File: src/rtl/mux_sel_pipe_if.sv
// Handshake bundle for mux_sel_pipe: upstream offer, downstream result, flush and error controls.
// The master drives the inputs and samples the results; the slave is the selector itself.
interface mux_sel_pipe_if #(
  parameter int unsigned WIDTH  = 64,
  parameter int unsigned NUM_IN = 8
);
  localparam int unsigned SEL_W = $clog2(NUM_IN);

  logic                    flush;
  logic [NUM_IN*WIDTH-1:0] in_data;
  logic [SEL_W-1:0]        in_sel;
  logic                    in_valid;
  logic                    in_ready;
  logic [WIDTH-1:0]        out_data;
  logic [SEL_W-1:0]        out_sel;
  logic                    out_valid;
  logic                    out_ready;
  logic                    sel_err;
  logic                    sel_err_clr;

  modport master (
    output flush, in_data, in_sel, in_valid, out_ready, sel_err_clr,
    input  in_ready, out_data, out_sel, out_valid, sel_err
  );

  modport slave (
    input  flush, in_data, in_sel, in_valid, out_ready, sel_err_clr,
    output in_ready, out_data, out_sel, out_valid, sel_err
  );
endinterface

File: src/rtl/mux_sel_pipe.sv
// Registered N-to-1 channel selector with valid/ready handshake and a two-entry skid buffer.
// All outputs are flop-driven; in_ready does not depend combinationally on out_ready.
module mux_sel_pipe #(
  parameter int unsigned WIDTH  = 64,
  parameter int unsigned NUM_IN = 8
) (
  input logic          clk,
  input logic          rst,
  mux_sel_pipe_if.slave bus
);
  localparam int unsigned SEL_W = $clog2(NUM_IN);

  typedef enum logic [1:0] {StEmpty, StFull, StSkid} state_e;

  state_e             state_q, state_d;
  logic [WIDTH-1:0]   main_data_q, main_data_d;
  logic [SEL_W-1:0]   main_sel_q, main_sel_d;
  logic [WIDTH-1:0]   skid_data_q, skid_data_d;
  logic [SEL_W-1:0]   skid_sel_q, skid_sel_d;
  logic               in_ready_q, out_valid_q;
  logic               sel_err_q, sel_err_d;
  logic [WIDTH-1:0]   cap_data;
  logic               sel_oor;
  logic               accept, consume;

  // Out-of-range selects fall through the loop and capture an all-zero word.
  always_comb begin
    cap_data = '0;
    for (int unsigned k = 0; k < NUM_IN; k++) begin
      if (bus.in_sel == SEL_W'(k)) begin
        cap_data = bus.in_data[k*WIDTH +: WIDTH];
      end
    end
    sel_oor = 32'(bus.in_sel) >= NUM_IN;
  end

  assign accept  = bus.in_valid && in_ready_q && !bus.flush;
  assign consume = out_valid_q && bus.out_ready;

  always_comb begin
    state_d     = state_q;
    main_data_d = main_data_q;
    main_sel_d  = main_sel_q;
    skid_data_d = skid_data_q;
    skid_sel_d  = skid_sel_q;
    if (bus.flush) begin
      state_d = StEmpty;
    end else begin
      unique case (state_q)
        StEmpty: begin
          if (accept) begin
            state_d     = StFull;
            main_data_d = cap_data;
            main_sel_d  = bus.in_sel;
          end
        end
        StFull: begin
          if (accept && consume) begin
            main_data_d = cap_data;
            main_sel_d  = bus.in_sel;
          end else if (accept) begin
            state_d     = StSkid;
            skid_data_d = cap_data;
            skid_sel_d  = bus.in_sel;
          end else if (consume) begin
            state_d = StEmpty;
          end
        end
        StSkid: begin
          if (consume) begin
            state_d     = StFull;
            main_data_d = skid_data_q;
            main_sel_d  = skid_sel_q;
          end
        end
        default: state_d = StEmpty;
      endcase
    end
  end

  // A new error in the same cycle as a clear must win.
  always_comb begin
    sel_err_d = sel_err_q;
    if (accept && sel_oor) begin
      sel_err_d = 1'b1;
    end else if (bus.sel_err_clr) begin
      sel_err_d = 1'b0;
    end
  end

  always_ff @(posedge clk or posedge rst) begin
    if (rst) begin
      state_q     <= StEmpty;
      main_data_q <= '0;
      main_sel_q  <= '0;
      skid_data_q <= '0;
      skid_sel_q  <= '0;
      in_ready_q  <= 1'b1;
      out_valid_q <= 1'b0;
      sel_err_q   <= 1'b0;
    end else begin
      state_q     <= state_d;
      main_data_q <= main_data_d;
      main_sel_q  <= main_sel_d;
      skid_data_q <= skid_data_d;
      skid_sel_q  <= skid_sel_d;
      in_ready_q  <= (state_d != StSkid);
      out_valid_q <= (state_d != StEmpty);
      sel_err_q   <= sel_err_d;
    end
  end

  assign bus.in_ready  = in_ready_q;
  assign bus.out_valid = out_valid_q;
  assign bus.out_data  = main_data_q;
  assign bus.out_sel   = main_sel_q;
  assign bus.sel_err   = sel_err_q;

endmodule

File: src/flat_wrapper.sv
// flat-port wrapper written by rule: the top's interface ports become plain ports
module mux_sel_pipe_flat 
#(
  parameter int unsigned WIDTH  = 64,
  parameter int unsigned NUM_IN = 8
)
  (clk, rst, bus_flush, bus_in_data, bus_in_sel, bus_in_valid, bus_out_ready, bus_sel_err_clr, bus_in_ready, bus_out_data, bus_out_sel, bus_out_valid, bus_sel_err);
  mux_sel_pipe_if #(.WIDTH(WIDTH), .NUM_IN(NUM_IN)) bus_i ();
  input logic clk;
  input logic rst;
  input wire logic [$bits(bus_i.flush)-1:0] bus_flush;
  input wire logic [$bits(bus_i.in_data)-1:0] bus_in_data;
  input wire logic [$bits(bus_i.in_sel)-1:0] bus_in_sel;
  input wire logic [$bits(bus_i.in_valid)-1:0] bus_in_valid;
  input wire logic [$bits(bus_i.out_ready)-1:0] bus_out_ready;
  input wire logic [$bits(bus_i.sel_err_clr)-1:0] bus_sel_err_clr;
  output wire logic [$bits(bus_i.in_ready)-1:0] bus_in_ready;
  output wire logic [$bits(bus_i.out_data)-1:0] bus_out_data;
  output wire logic [$bits(bus_i.out_sel)-1:0] bus_out_sel;
  output wire logic [$bits(bus_i.out_valid)-1:0] bus_out_valid;
  output wire logic [$bits(bus_i.sel_err)-1:0] bus_sel_err;
  assign bus_i.flush = bus_flush;
  assign bus_i.in_data = bus_in_data;
  assign bus_i.in_sel = bus_in_sel;
  assign bus_i.in_valid = bus_in_valid;
  assign bus_i.out_ready = bus_out_ready;
  assign bus_i.sel_err_clr = bus_sel_err_clr;
  assign bus_in_ready = bus_i.in_ready;
  assign bus_out_data = bus_i.out_data;
  assign bus_out_sel = bus_i.out_sel;
  assign bus_out_valid = bus_i.out_valid;
  assign bus_sel_err = bus_i.sel_err;
  mux_sel_pipe #(.WIDTH(WIDTH), .NUM_IN(NUM_IN)) u_core (.clk(clk), .rst(rst), .bus(bus_i));
endmodule
File: config.mk
export PLATFORM = sky130hd
export DESIGN_NAME = mux_sel_pipe_flat
export DESIGN_NICKNAME = d
export VERILOG_FILES = /design/src/rtl/mux_sel_pipe_if.sv /design/src/rtl/mux_sel_pipe.sv /design/src/flat_wrapper.sv
export SDC_FILE = /design/constraint.sdc
export NUM_CORES = 1
export LEC_CHECK = 0
export ABC_AREA = 1
export CORE_AREA = 2 2 231 233
export DETAILED_ROUTE_END_ITERATION = 10
export DIE_AREA = 0 0 233 235
export SYNTH_ARGS = -nofsm -noshare
export SYNTH_HDL_FRONTEND = slang
export SYNTH_SLANG_ARGS = --single-unit
File: constraint.sdc
create_clock -name clk -period 6 [get_ports clk]
set_input_delay 0.9 -clock clk [delete_from_list [all_inputs] [get_ports clk]]
set_output_delay 0.9 -clock clk [all_outputs]
set_load 0.005 [all_outputs]
==> reports/qor.log, run 1 <==
qor: setup_path.endpoint_kind flop
qor: global_routing.grt_remaining_overflow 0
qor: setup_path.critPathMaxFanout 36
qor: global_routing.vias_in_the_first_global_route 13600
qor: global_routing.gr-usage-all-layers 21.8%
qor: timing.rsz_0062_raised_after_global_routing false
qor: clock_network.path_clk_slew 0.07 ns
qor: clock_network.clock_sinks 138
qor: setup_path.crit_top_cell sky130_fd_sc_hd__nand2_1
qor: routing.wirelength 62000 um
qor: setup_path.critPathRequiredTime 6.35 ns
qor: logic_synthesis.post_synth_num_cell_types 25
qor: setup_path.worstPathArrival 3.98 ns
qor: power.p_leak 8.66 nW
qor: logic_synthesis.synth-seq-cells 138
qor: run.drv_cap 0
qor: power.max-vdd-ir-drop 0.145 mV
qor: setup_path.cp_top_family buffers and inverters
qor: min_path.min-delay-path-class flop to flop
qor: global_routing.initial_antenna_violation_count 8
qor: floorplan.die-height 235 um
qor: routing.drt_pass1_iterations 5
qor: logic_synthesis.mappedNetlistArea 10800 sq um
qor: timing.slew_limit_headroom 23.4%
qor: floorplan.boundaryPins 591
qor: clock_network.postCtsHoldBufs 0
qor: routing.detailed_router_s_first_iteration_violation_count 919
qor: setup_path.worst_path_buffer_plus_inverter_count 4
qor: global_routing.global_route.peak_usage_layer met2
qor: floorplan.core_area 52200 sq um
qor: timing.report.final.setup_viol 0
qor: cells_and_area.layout_area_overhead 65.3%
qor: timing.totalNegativeSetupSlack 0 ns
qor: logic_synthesis.syn_inst 1857
qor: timing.fin_skew 0.00846 ns
qor: timing.max_clock_freq 276 MHz
qor: timing.maxSlewViolCount 0
qor: clock_network.cts_tree yes
qor: timing.count_of_endpoints_failing_hold_in_the_final_timing_report 0
qor: clock_network.postCtsSetupBuffers 0
qor: place.port-buffer-count 588
qor: cells_and_area.finalNetCount 2883
qor: setup_path.startpoint_type primary input
qor: logic_synthesis.synth.avg_cell_area 5.81 sq um
qor: routing.route.detailed.wl_per_inst 20.2 um
qor: setup_path.cp_slowest_stage_delay 0.66 ns
qor: clock_network.insertion_delay 0.43 ns
qor: clock_network.clock_tree.root_cell sky130_fd_sc_hd__clkbuf_16
qor: global_routing.met1_track_usage_gr 24.0%
qor: cells_and_area.drive_above_1_share 3.66%
qor: timing.min_period 3.63 ns
qor: setup_path.critPathSlowestCell sky130_fd_sc_hd__nand3_1
qor: setup_path.category_of_the_most_critical_setup_path primary input to flop
qor: clock_network.maximum_buffer_depth_of_the_clock_tree 2
qor: global_routing.grt_use_met3 5.61%
qor: clock_network.cts_repair_resize_count 0
qor: clock_network.number_of_clock_buffers_inserted_by_tritoncts 17
qor: floorplan.die_w 233 um
qor: routing.antenna_left 0
qor: routing.avgViaCountPerCell 4.54
qor: global_routing.met2_usage 40.0%
qor: global_routing.grt_first_pass_wirelength 88000 um
qor: clock_network.cts.htree.levels 4
qor: power.totalPowerFinal 0.00426 W
qor: place.dp_hpwl 48200 um
qor: power.power.density 239 nW/um^2
qor: global_routing.grt_start_max_net_pins 112
qor: floorplan.die_outline_area 54800 sq um
qor: logic_synthesis.yosys_warnings 0
qor: routing.vias 13900
qor: floorplan.floorplan.rows 84
qor: routing.post_detailed_route_drc_marker_count 0
qor: timing.tightestPinTransition 1.15 ns
qor: place.place_congestion 0.966
qor: timing.share_of_the_cycle_needed_by_the_critical_path_after_routing 60.5%
qor: setup_path.crit_chain clkdlybuf4s50_1, inv_4, nand3_1, inv_2, buf_4, nand2_1, nand4_1, nand2_1, nand2_1, nand2_1, o21ai_1
qor: logic_synthesis.synth.net_count 2378
qor: floorplan.starting_density_of_the_core 20.6%
qor: logic_synthesis.yosysSeqAreaShare 32.0%
qor: status.run_status complete, no violations
[logic make-up (layout without fill, tap and decap cells)]
family	Yosys count	in the layout	share of synthesized area (%)
buf+inv	274	792	10.4
flops	138	138	32.0
xor+xnor	1	1	0.0812
simple gates	1363	1363	53.8
compound gates	80	80	3.71
other cells	1	6	0.0348
[registers in the layout, summed over array words and instances, names as in the netlist]
| signal | flops |
|---|---|
| u_core.skid_sel_q | 3 |
| u_core.bus.out_data | 64 |
| u_core.bus.out_valid | 1 |
| u_core.skid_data_q | 64 |
| u_core.bus.in_ready | 1 |
| u_core.state_q | 2 |
| u_core.bus.out_sel | 3 |
[report_power, final]
part | leakage, nW | switching (W) | internal (W) | total (W)
clock | 0.279 | 0.000451 | 0.000642 | 0.00109
combinational | 6.64 | 0.000783 | 0.000864 | 0.00165
sequential | 1.74 | 0.000203 | 0.00132 | 0.00152
total | 8.66 | 0.00144 | 0.00282 | 0.00426
[per-stage QoR]
step	hold slack, ns	setup slack [ns]	util, %	instance area, sq um	cells
3_5_place_dp	0.464	2.02	33.0	17200	3031
2_1_floorplan	0.448	1.41	-	10800	1857
6_report	0.479	2.37	34.1	17800	3068
3_3_place_gp	0.462	2.04	33.0	17200	3031
4_1_cts	0.481	2.48	34.1	17800	3063
5_1_grt	0.498	2.29	34.1	17800	3067
[routing by layer]
| metal | up-vias | part of all wire (%) | routed length (um) |
|---|---|---|---|
| li1 | 6855 | - | - |
| met1 | 6385 | 38 | 23500 |
| met2 | 618 | 50 | 31200 |
| met3 | 65 | 8.3 | 5150 |
| met4 | 8 | 3.3 | 2070 |
| met5 | - | 0.089 | 55 |
[cell usage in the layout (no fill, tap or decap), drive strengths merged, types with 4 or more instances in the layout]
master and n:
nand2 791, clkdlybuf4s50 587, nor2 240, inv 152
nand4 140, dfrtp 137, nand3 136, or2 54
o21ai 44, a21oi 36, buf 25, clkbuf 21
diode 5, clkinvlp 4
[final timing paths]
check	from	cells past startpoint	endpoint	slack, ns
min in group asynchronous	rst	2	u_core.bus.out_data[12]$_DFFE_PP0P_	0.83
max reg2reg	u_core.state_q[1]$_DFF_PP0_	8	u_core.bus.out_data[63]$_DFFE_PP0P_	3.10
max	bus_in_sel[2]	11	u_core.skid_data_q[42]$_DFFE_PP0P_	2.37
min	u_core.bus.out_data[54]$_DFFE_PP0P_	2	u_core.bus.out_data[54]$_DFFE_PP0P_	0.48
max in group asynchronous	rst	3	u_core.bus.out_data[25]$_DFFE_PP0P_	4.02
min reg2reg	u_core.bus.out_data[54]$_DFFE_PP0P_	2	u_core.bus.out_data[54]$_DFFE_PP0P_	0.48
[area by class of cell]
type                            instances  area (sq um)
Antenna cell                            5          12.5
Clock buffer                           21           460
Clock inverter                         11           136
Fill cell                            5593         34400
Inverter                              148           568
Multi-Input combinational cell       1445          6250
Sequential cell                       138          3450
Tap cell                              688           861
Timing Repair Buffer                  612          6090
[cell usage after synthesis]
| cell | number | share of area (%) |
|---|---|---|
| sky130_fd_sc_hd__nand2_1 | 791 | 28 |
| sky130_fd_sc_hd__nor2_1 | 239 | 8.3 |
| sky130_fd_sc_hd__inv_1 | 141 | 4.9 |
| sky130_fd_sc_hd__nand4_1 | 140 | 8.1 |
| sky130_fd_sc_hd__dfrtp_1 | 137 | 32 |
| sky130_fd_sc_hd__nand3_1 | 135 | 6.3 |
| sky130_fd_sc_hd__clkbuf_1 | 55 | 1.9 |
| sky130_fd_sc_hd__buf_2 | 49 | 2.3 |
| sky130_fd_sc_hd__or2_0 | 39 | 2.3 |
| sky130_fd_sc_hd__a21oi_1 | 36 | 1.7 |
| sky130_fd_sc_hd__o21ai_1 | 31 | 1.4 |
| sky130_fd_sc_hd__buf_1 | 15 | 0.52 |
| sky130_fd_sc_hd__or2_2 | 15 | 0.87 |
| sky130_fd_sc_hd__o21ai_0 | 13 | 0.60 |
| sky130_fd_sc_hd__buf_4 | 7 | 0.49 |
| sky130_fd_sc_hd__inv_2 | 4 | 0.14 |
| sky130_fd_sc_hd__clkinv_1 | 2 | 0.070 |
| sky130_fd_sc_hd__conb_1 | 1 | 0.035 |
| sky130_fd_sc_hd__dfstp_2 | 1 | 0.24 |
| sky130_fd_sc_hd__inv_4 | 1 | 0.058 |
| sky130_fd_sc_hd__nand3_2 | 1 | 0.093 |
| sky130_fd_sc_hd__nor2_2 | 1 | 0.058 |
| sky130_fd_sc_hd__nor3_2 | 1 | 0.093 |
| sky130_fd_sc_hd__nor3_4 | 1 | 0.15 |
| sky130_fd_sc_hd__xor2_1 | 1 | 0.081 |
[worst register-to-register path: cells and delay by family (launching register included)]
kind	cells	cell delay, ns
AND/OR/NAND/NOR	5	1.37
flip-flops	1	0.38
buffers and inverters	3	1.05
Power figures use the tool's default switching activity.
==> run 2: changes to the inputs <==
clock period = 3.6 ns   (was 6 ns; I/O delays follow)
==> run 2 against run 1 <==
  * Utilization increased by 0.36 points
  * Non-clock buffer count increased by 8
  * Count of clock-buffer cells in the layout decreased by 1
  * Worst setup slack got worse by 1.7 ns
  * Register-to-register slack got worse by 1.6 ns
  * Hold slack got worse by 0.0031 ns
  * Combinational power increased by 67%
  * Flip-flop and latch count unchanged
  * Critical endpoint is now u_core.skid_data_q[41]$_DFFE_PP0P_
  * Largest cell class is now buffers
==> reports/qor.log, run 2 (synthesized netlist as in run 1, its figures left out) <==
qor: timing.totalNegativeSetupSlack 0 ns [unchanged]
qor: timing.min_period 2.91 ns
qor: global_routing.global_route.peak_usage_layer met2
qor: setup_path.crit_top_cell sky130_fd_sc_hd__nand2_1
qor: power.max-vdd-ir-drop 0.335 mV [+130%]
qor: cells_and_area.drive_above_1_share 3.94% [+0.28 points]
qor: global_routing.met2_usage 40.7% [+0.69 points]
qor: run.drv_cap 0 [unchanged]
qor: setup_path.cp_top_family simple AND/OR/NAND/NOR gates
qor: min_path.min_path_cells 2 [unchanged]
qor: clock_network.cts_tree yes
qor: cells_and_area.finish.utilization 34.5% [+0.36 points]
qor: place.port-buffer-count 588 [unchanged]
qor: routing.antenna_left 0 [unchanged]
qor: min_path.hold_path_startpoint u_core.bus.out_data[45]$_DFFE_PP0P_
qor: setup_path.reg2reg_setup_slack 1.50 ns [-1.60 ns]
qor: clock_network.maximum_buffer_depth_of_the_clock_tree 2 [unchanged]
qor: global_routing.met1_track_usage_gr 23.7% [-0.27 points]
qor: floorplan.boundaryPins 591 [unchanged]
qor: setup_path.endpoint_kind flop
qor: setup_path.rr_startpoint u_core.state_q[1]$_DFF_PP0_
qor: timing.max_clock_freq 343 MHz
qor: clock_network.cts_repair_resize_count 0 [unchanged]
qor: setup_path.startpoint_type primary input
qor: global_routing.grt_first_pass_wirelength 90200 um [+2.5%]
qor: cells_and_area.seq_area 3450 sq um [unchanged]
qor: global_routing.initial_antenna_violation_count 11 [+3]
qor: routing.vias 14000 [+0.71%]
qor: routing.detailed_router_s_first_iteration_violation_count 804 [-13%]
qor: global_routing.gr-usage-all-layers 22.3% [+0.52 points]
qor: floorplan.die-height 235 um [unchanged]
qor: setup_path.crit_path_start bus_in_sel[1]
qor: setup_path.critPathRequiredTime 3.95 ns [-2.40 ns]
qor: clock_network.path_clk_slew 0.06 ns [about the same]
qor: clock_network.clock_tree.root_cell sky130_fd_sc_hd__clkbuf_16
qor: cells_and_area.layout_area_overhead 67.1%
qor: clock_network.postCtsSetupBuffers 0 [unchanged]
qor: routing.drt_pass1_iterations 5 [unchanged]
qor: place.place_congestion 0.931 [-3.6%]
qor: setup_path.crit_chain clkdlybuf4s50_1, nor2_4, buf_4, nand3_1, nand2_1, nor2_1, nand4_1, nand2_1, nand2_1, nand2_1, o21ai_1
qor: setup_path.worstPathArrival 3.26 ns [-0.72 ns]
qor: power.p_leak 8.74 nW [+0.97%]
qor: setup_path.critPathMaxFanout 43 [+19%]
qor: min_path.holdPathEnd u_core.bus.out_data[45]$_DFFE_PP0P_
qor: floorplan.starting_density_of_the_core 20.6% [unchanged]
qor: routing.avgViaCountPerCell 4.56 [+0.45%]
qor: clock_network.clock_sinks 138 [unchanged]
qor: cells_and_area.multiInputGateArea 6250 sq um [unchanged]
qor: global_routing.grt_remaining_overflow 0 [unchanged]
qor: clock_network.cts.htree.levels 4 [unchanged]
qor: clock_network.postCtsHoldBufs 0 [unchanged]
qor: floorplan.floorplan.rows 84 [unchanged]
qor: clock_network.number_of_clock_buffers_inserted_by_tritoncts 17 [unchanged]
qor: timing.report.final.setup_viol 0 [unchanged]
qor: routing.route.detailed.wl_per_inst 20.4 um [+1.0%]
qor: place.dp_hpwl 48600 um [+0.84%]
qor: setup_path.critPathSlowestCell sky130_fd_sc_hd__nor2_4
qor: timing.share_of_the_cycle_needed_by_the_critical_path_after_routing 80.9%
qor: timing.count_of_endpoints_failing_hold_in_the_final_timing_report 0 [unchanged]
qor: cells_and_area.final_cell_mix sky130_fd_sc_hd__nand2_1, sky130_fd_sc_hd__clkdlybuf4s50_1, sky130_fd_sc_hd__nor2_1
qor: floorplan.die_w 233 um [unchanged]
qor: timing.finalHoldWorstSlack 0.476 ns [-0.00315 ns]
qor: floorplan.core_area 52200 sq um [unchanged]
qor: clock_network.insertion_delay 0.43 ns [about the same]
qor: routing.wirelength 62800 um [+1.3%]
qor: global_routing.grt_use_met3 6.66% [+1.1 points]
qor: setup_path.category_of_the_most_critical_setup_path primary input to flop
qor: timing.maxSlewViolCount 0 [unchanged]
qor: timing.slew_limit_headroom 28.1% [+4.7 points]
qor: global_routing.grt_start_max_net_pins 101 [-9.8%]
qor: timing.tightestPinTransition 1.08 ns [-0.0721 ns]
qor: setup_path.cp_slowest_stage_delay 0.90 ns [+0.24 ns]
qor: power.power.density 395 nW/um^2 [+65%]
qor: routing.post_detailed_route_drc_marker_count 0 [unchanged]
qor: cells_and_area.finalNetCount 2891 [+0.28%]
qor: timing.rsz_0062_raised_after_global_routing false
qor: timing.fin_skew 0.00831 ns [-0.000153 ns]
qor: setup_path.worst_path_buffer_plus_inverter_count 2 [-2]
qor: global_routing.vias_in_the_first_global_route 14000 [+3.2%]
qor: min_path.min-delay-path-class flop to flop
qor: power.totalPowerFinal 0.00712 W [+67%]
qor: setup_path.reg2reg_to u_core.bus.out_data[54]$_DFFE_PP0P_
qor: floorplan.die_outline_area 54800 sq um [unchanged]
qor: setup_path.worstRegToRegCells 9 [+1]
qor: cells_and_area.fillers 5665 [+1.3%]
qor: cells_and_area.final_common_cell sky130_fd_sc_hd__nand2_1
qor: status.run_status complete, no violations
[run 2: changes by cell type in the layout (fill, tap and decap cells not counted), sizes merged]
cell / delta
inv: -2
bufinv: +1
clkbuf: -1
buf: +8
clkinv: +2
[run 2: worst min-delay path, cell delays in order (launching register included)]
cell	delay, ns
sky130_fd_sc_hd__dfrtp_1	0.34
sky130_fd_sc_hd__nand2_1	0.05
sky130_fd_sc_hd__nand2_1	0.05
[run 2: worst max-delay path by stage]
| stage | cells past startpoint | end |
|---|---|---|
| after floorplan | 1 | u_core.bus.out_data[0]$_DFFE_PP0P_ |
| after global placement | 13 | u_core.bus.out_data[54]$_DFFE_PP0P_ |
| after detailed placement | 13 | u_core.bus.out_data[54]$_DFFE_PP0P_ |
| after CTS | 13 | u_core.bus.out_data[54]$_DFFE_PP0P_ |
| after global routing | 11 | u_core.skid_data_q[42]$_DFFE_PP0P_ |
| final | 11 | u_core.skid_data_q[41]$_DFFE_PP0P_ |
[run 2: power by group]
part	switching [W]	internal (W)	leakage, nW
clock network	0.000731	0.00110	0.283
logic	0.00129	0.00146	6.72
registers	0.000342	0.00220	1.74
total	0.00236	0.00476	8.74
[run 2: stage by stage]
step	instance area [sq um]	instances	worst slack (ns)
floorplan	10800	1857	1.34
global placement	17400	3039	0.322
detailed placement	17400	3039	0.293
CTS	18000	3071	0.741
global route	18000	3076	0.489
finish	18000	3076	0.687
[run 2: layout make-up]
class	count	share of cell area (%)
Antenna cell	5	0.0694
Inverter	148	3.15
Sequential cell	138	19.2
Multi-Input combinational cell	1445	34.7
Timing Repair Buffer	620	34.8
Tap cell	688	4.78
Clock buffer	20	2.42
Clock inverter	12	0.910
[run 2: per-layer routing]
metal  part of all wire, %  wire (um)
met1                    37      23000
met2                    50      31700
met3                   8.8       5540
met4                   4.0       2540
met5                  0.13         82
==> run 3: changes to the inputs <==
CORE_AREA = 2 2 229 231   (was 2 2 231 233)
DIE_AREA = 0 0 231 233   (was 0 0 233 235)
clock period = 2.5 ns   (was 3.6 ns; I/O delays follow)
==> run 3 against run 2 <==
  * Routed wire length is 4.3% higher
  * Worst setup slack worse by 0.55 ns
  * Non-clock buffer count is 73 higher
  * Critical endpoint is now u_core.bus.out_data[52]$_DFFE_PP0P_
==> reports/qor.log, run 3 (synthesized netlist as in run 1, its figures left out) <==
qor: global_routing.met2_usage 44.7% [+4.0 points]
qor: setup_path.cp_slowest_stage_delay 0.56 ns [-0.34 ns]
qor: clock_network.number_of_clock_buffers_inserted_by_tritoncts 17 [unchanged]
qor: global_routing.grt_remaining_overflow 0 [unchanged]
qor: timing.tightestPinTransition 0.723 ns [-0.353 ns]
qor: floorplan.die-height 233 um [-0.85%]
qor: status.run_status complete, no violations
qor: cells_and_area.final_cell_mix sky130_fd_sc_hd__nand2_1, sky130_fd_sc_hd__clkdlybuf4s50_1, sky130_fd_sc_hd__nor2_1
qor: timing.finalHoldWorstSlack 0.323 ns [-0.152 ns]
qor: clock_network.clock_tree.root_cell sky130_fd_sc_hd__clkbuf_16
qor: place.place_congestion 0.990 [+6.4%]
qor: floorplan.boundaryPins 591 [unchanged]
qor: floorplan.floorplan.rows 83 [-1.2%]
qor: clock_network.clock_sinks 138 [unchanged]
qor: cells_and_area.fillers 5495 [-3.0%]
qor: timing.report.final.setup_viol 0 [unchanged]
qor: global_routing.initial_antenna_violation_count 12 [+1]
qor: min_path.min-delay-path-class primary input to async pin
qor: routing.antenna_left 0 [unchanged]
qor: global_routing.grt_first_pass_wirelength 94600 um [+4.9%]
qor: floorplan.die_outline_area 53800 sq um [-1.7%]
qor: setup_path.startpoint_type primary input
qor: routing.avgViaCountPerCell 4.55 [-0.22%]
qor: floorplan.core_area 51100 sq um [-2.2%]
qor: place.dp_hpwl 52800 um [+8.6%]
qor: cells_and_area.layoutNonFillerInstCount 3142 [+2.1%]
qor: cells_and_area.final_common_cell sky130_fd_sc_hd__nand2_1
qor: setup_path.critPathRequiredTime 2.83 ns [-1.12 ns]
qor: power.max-vdd-ir-drop 0.390 mV [+16%]
qor: clock_network.insertion_delay 0.44 ns [about the same]
qor: place.port-buffer-count 588 [unchanged]
qor: setup_path.crit_top_cell sky130_fd_sc_hd__nand2_1
qor: floorplan.die_w 231 um [-0.86%]
qor: routing.wirelength 65500 um [+4.3%]
qor: global_routing.grt_use_met3 6.18% [-0.49 points]
qor: clock_network.maximum_buffer_depth_of_the_clock_tree 2 [unchanged]
qor: timing.rsz_0062_raised_after_global_routing false
qor: setup_path.critPathMaxFanout 26 [-40%]
qor: routing.post_detailed_route_drc_marker_count 0 [unchanged]
qor: setup_path.worst_path_buffer_plus_inverter_count 5 [+3]
qor: global_routing.global_route.peak_usage_layer met2
qor: timing.min_period 2.37 ns
qor: global_routing.met1_track_usage_gr 26.7% [+2.9 points]
qor: power.power.density 561 nW/um^2 [+42%]
qor: cells_and_area.finalNetCount 2964 [+2.5%]
qor: timing.fin_skew 0.00753 ns [-0.000777 ns]
qor: cells_and_area.drive_above_1_share 6.92% [+3.0 points]
qor: setup_path.category_of_the_most_critical_setup_path primary input to flop
qor: timing.slew_limit_headroom 51.8% [+24 points]
qor: routing.detailed_router_s_first_iteration_violation_count 911 [+13%]
qor: global_routing.vias_in_the_first_global_route 14400 [+2.9%]
qor: setup_path.critPathSlowestCell sky130_fd_sc_hd__clkdlybuf4s50_1
qor: power.p_leak 9.20 nW [+5.2%]
qor: clock_network.cts.htree.levels 4 [unchanged]
qor: routing.route.detailed.wl_per_inst 20.8 um [+2.1%]
qor: setup_path.crit_chain clkdlybuf4s50_1, inv_4, nand3_2, buf_12, buf_4, nor2_1, nor2_2, nand4_1, buf_4, nand2_1, nand3_1, nand2_1, nand2_1
qor: setup_path.endpoint_kind flop
qor: clock_network.cts_tree yes
qor: place.placedCellCount 3104 [+2.1%]
qor: setup_path.worstPathArrival 2.70 ns [-0.56 ns]
qor: global_routing.gr-usage-all-layers 23.9% [+1.6 points]
qor: timing.maxSlewViolCount 0 [unchanged]
qor: timing.max_clock_freq 423 MHz
qor: run.drv_cap 0 [unchanged]
qor: clock_network.path_clk_slew 0.06 ns [about the same]
qor: routing.drt_pass1_iterations 5 [unchanged]
qor: setup_path.cp_top_family buffers and inverters
qor: timing.totalNegativeSetupSlack 0 ns [unchanged]
qor: timing.count_of_endpoints_failing_hold_in_the_final_timing_report 0 [unchanged]
qor: timing.share_of_the_cycle_needed_by_the_critical_path_after_routing 94.7%
qor: cells_and_area.layout_area_overhead 74.6%
qor: floorplan.starting_density_of_the_core 21.1% [+0.46 points]
qor: global_routing.grt_start_max_net_pins 63 [-38%]
qor: power.totalPowerFinal 0.0106 W [+48%]
qor: routing.vias 14300 [+1.9%]
==> run 3: worst paths after layout <==
check                                               startpoint                             endpoint  slack [ns]  depth (start not counted)
setup / recovery                                 bus_in_sel[2]  u_core.bus.out_data[52]$_DFFE_PP0P_        0.13                         13
hold / removal                                             rst   u_core.bus.out_data[1]$_DFFE_PP0P_        0.32                          2
setup reg to reg                   u_core.state_q[0]$_DFF_PP0_  u_core.bus.out_data[24]$_DFFE_PP0P_        0.77                          6
hold reg to reg            u_core.bus.out_data[13]$_DFFE_PP0P_  u_core.bus.out_data[13]$_DFFE_PP0P_        0.48                          2
max in group asynchronous                                  rst   u_core.skid_data_q[33]$_DFFE_PP0P_        1.45                          3
min in group clk           u_core.bus.out_data[13]$_DFFE_PP0P_  u_core.bus.out_data[13]$_DFFE_PP0P_        0.48                          2
==> run 3: layer usage <==
metal,up-vias,routed length (um)
met1,6638,25300
met3,78,5110
li1,7013,-
met5,-,89
met4,14,1720
met2,557,33300
==> run 3: final cells by class <==
type / count / area, sq um / share of cell area, %
clock buffers: 19 / 443 / 2.35
diodes: 6 / 15.0 / 0.0797
clock inverters: 13 / 189 / 1.00
multi-input cells: 1445 / 6250 / 33.2
inverters: 148 / 567 / 3.01
flip-flops and latches: 138 / 3450 / 18.3
well taps: 680 / 851 / 4.52
repair buffers: 693 / 7060 / 37.5
==> run 3: power breakdown <==
group | internal [W] | switching (W)
sequential | 0.00317 | 0.000497
clock | 0.00171 | 0.00106
combinational | 0.00222 | 0.00191
total | 0.00709 | 0.00347
==> run 3: per-stage QoR <==
step | utilization, % | setup slack (ns) | cell area [sq um]
floorplan | - | 0.405 | 10800
global placement | 35.6 | -0.419 | 18200
detailed placement | 35.6 | -0.415 | 18200
CTS | 36.8 | 0.0476 | 18800
global route | 36.8 | 0.0221 | 18800
finish | 36.9 | 0.133 | 18800
==> run 3: timing repair <==
item	in CTS	in global routing
gates resized for setup	0	1
setup endpoints to repair	0	2
setup buffers	0	0
hold buffers	0	0
hold endpoints to repair	0	0
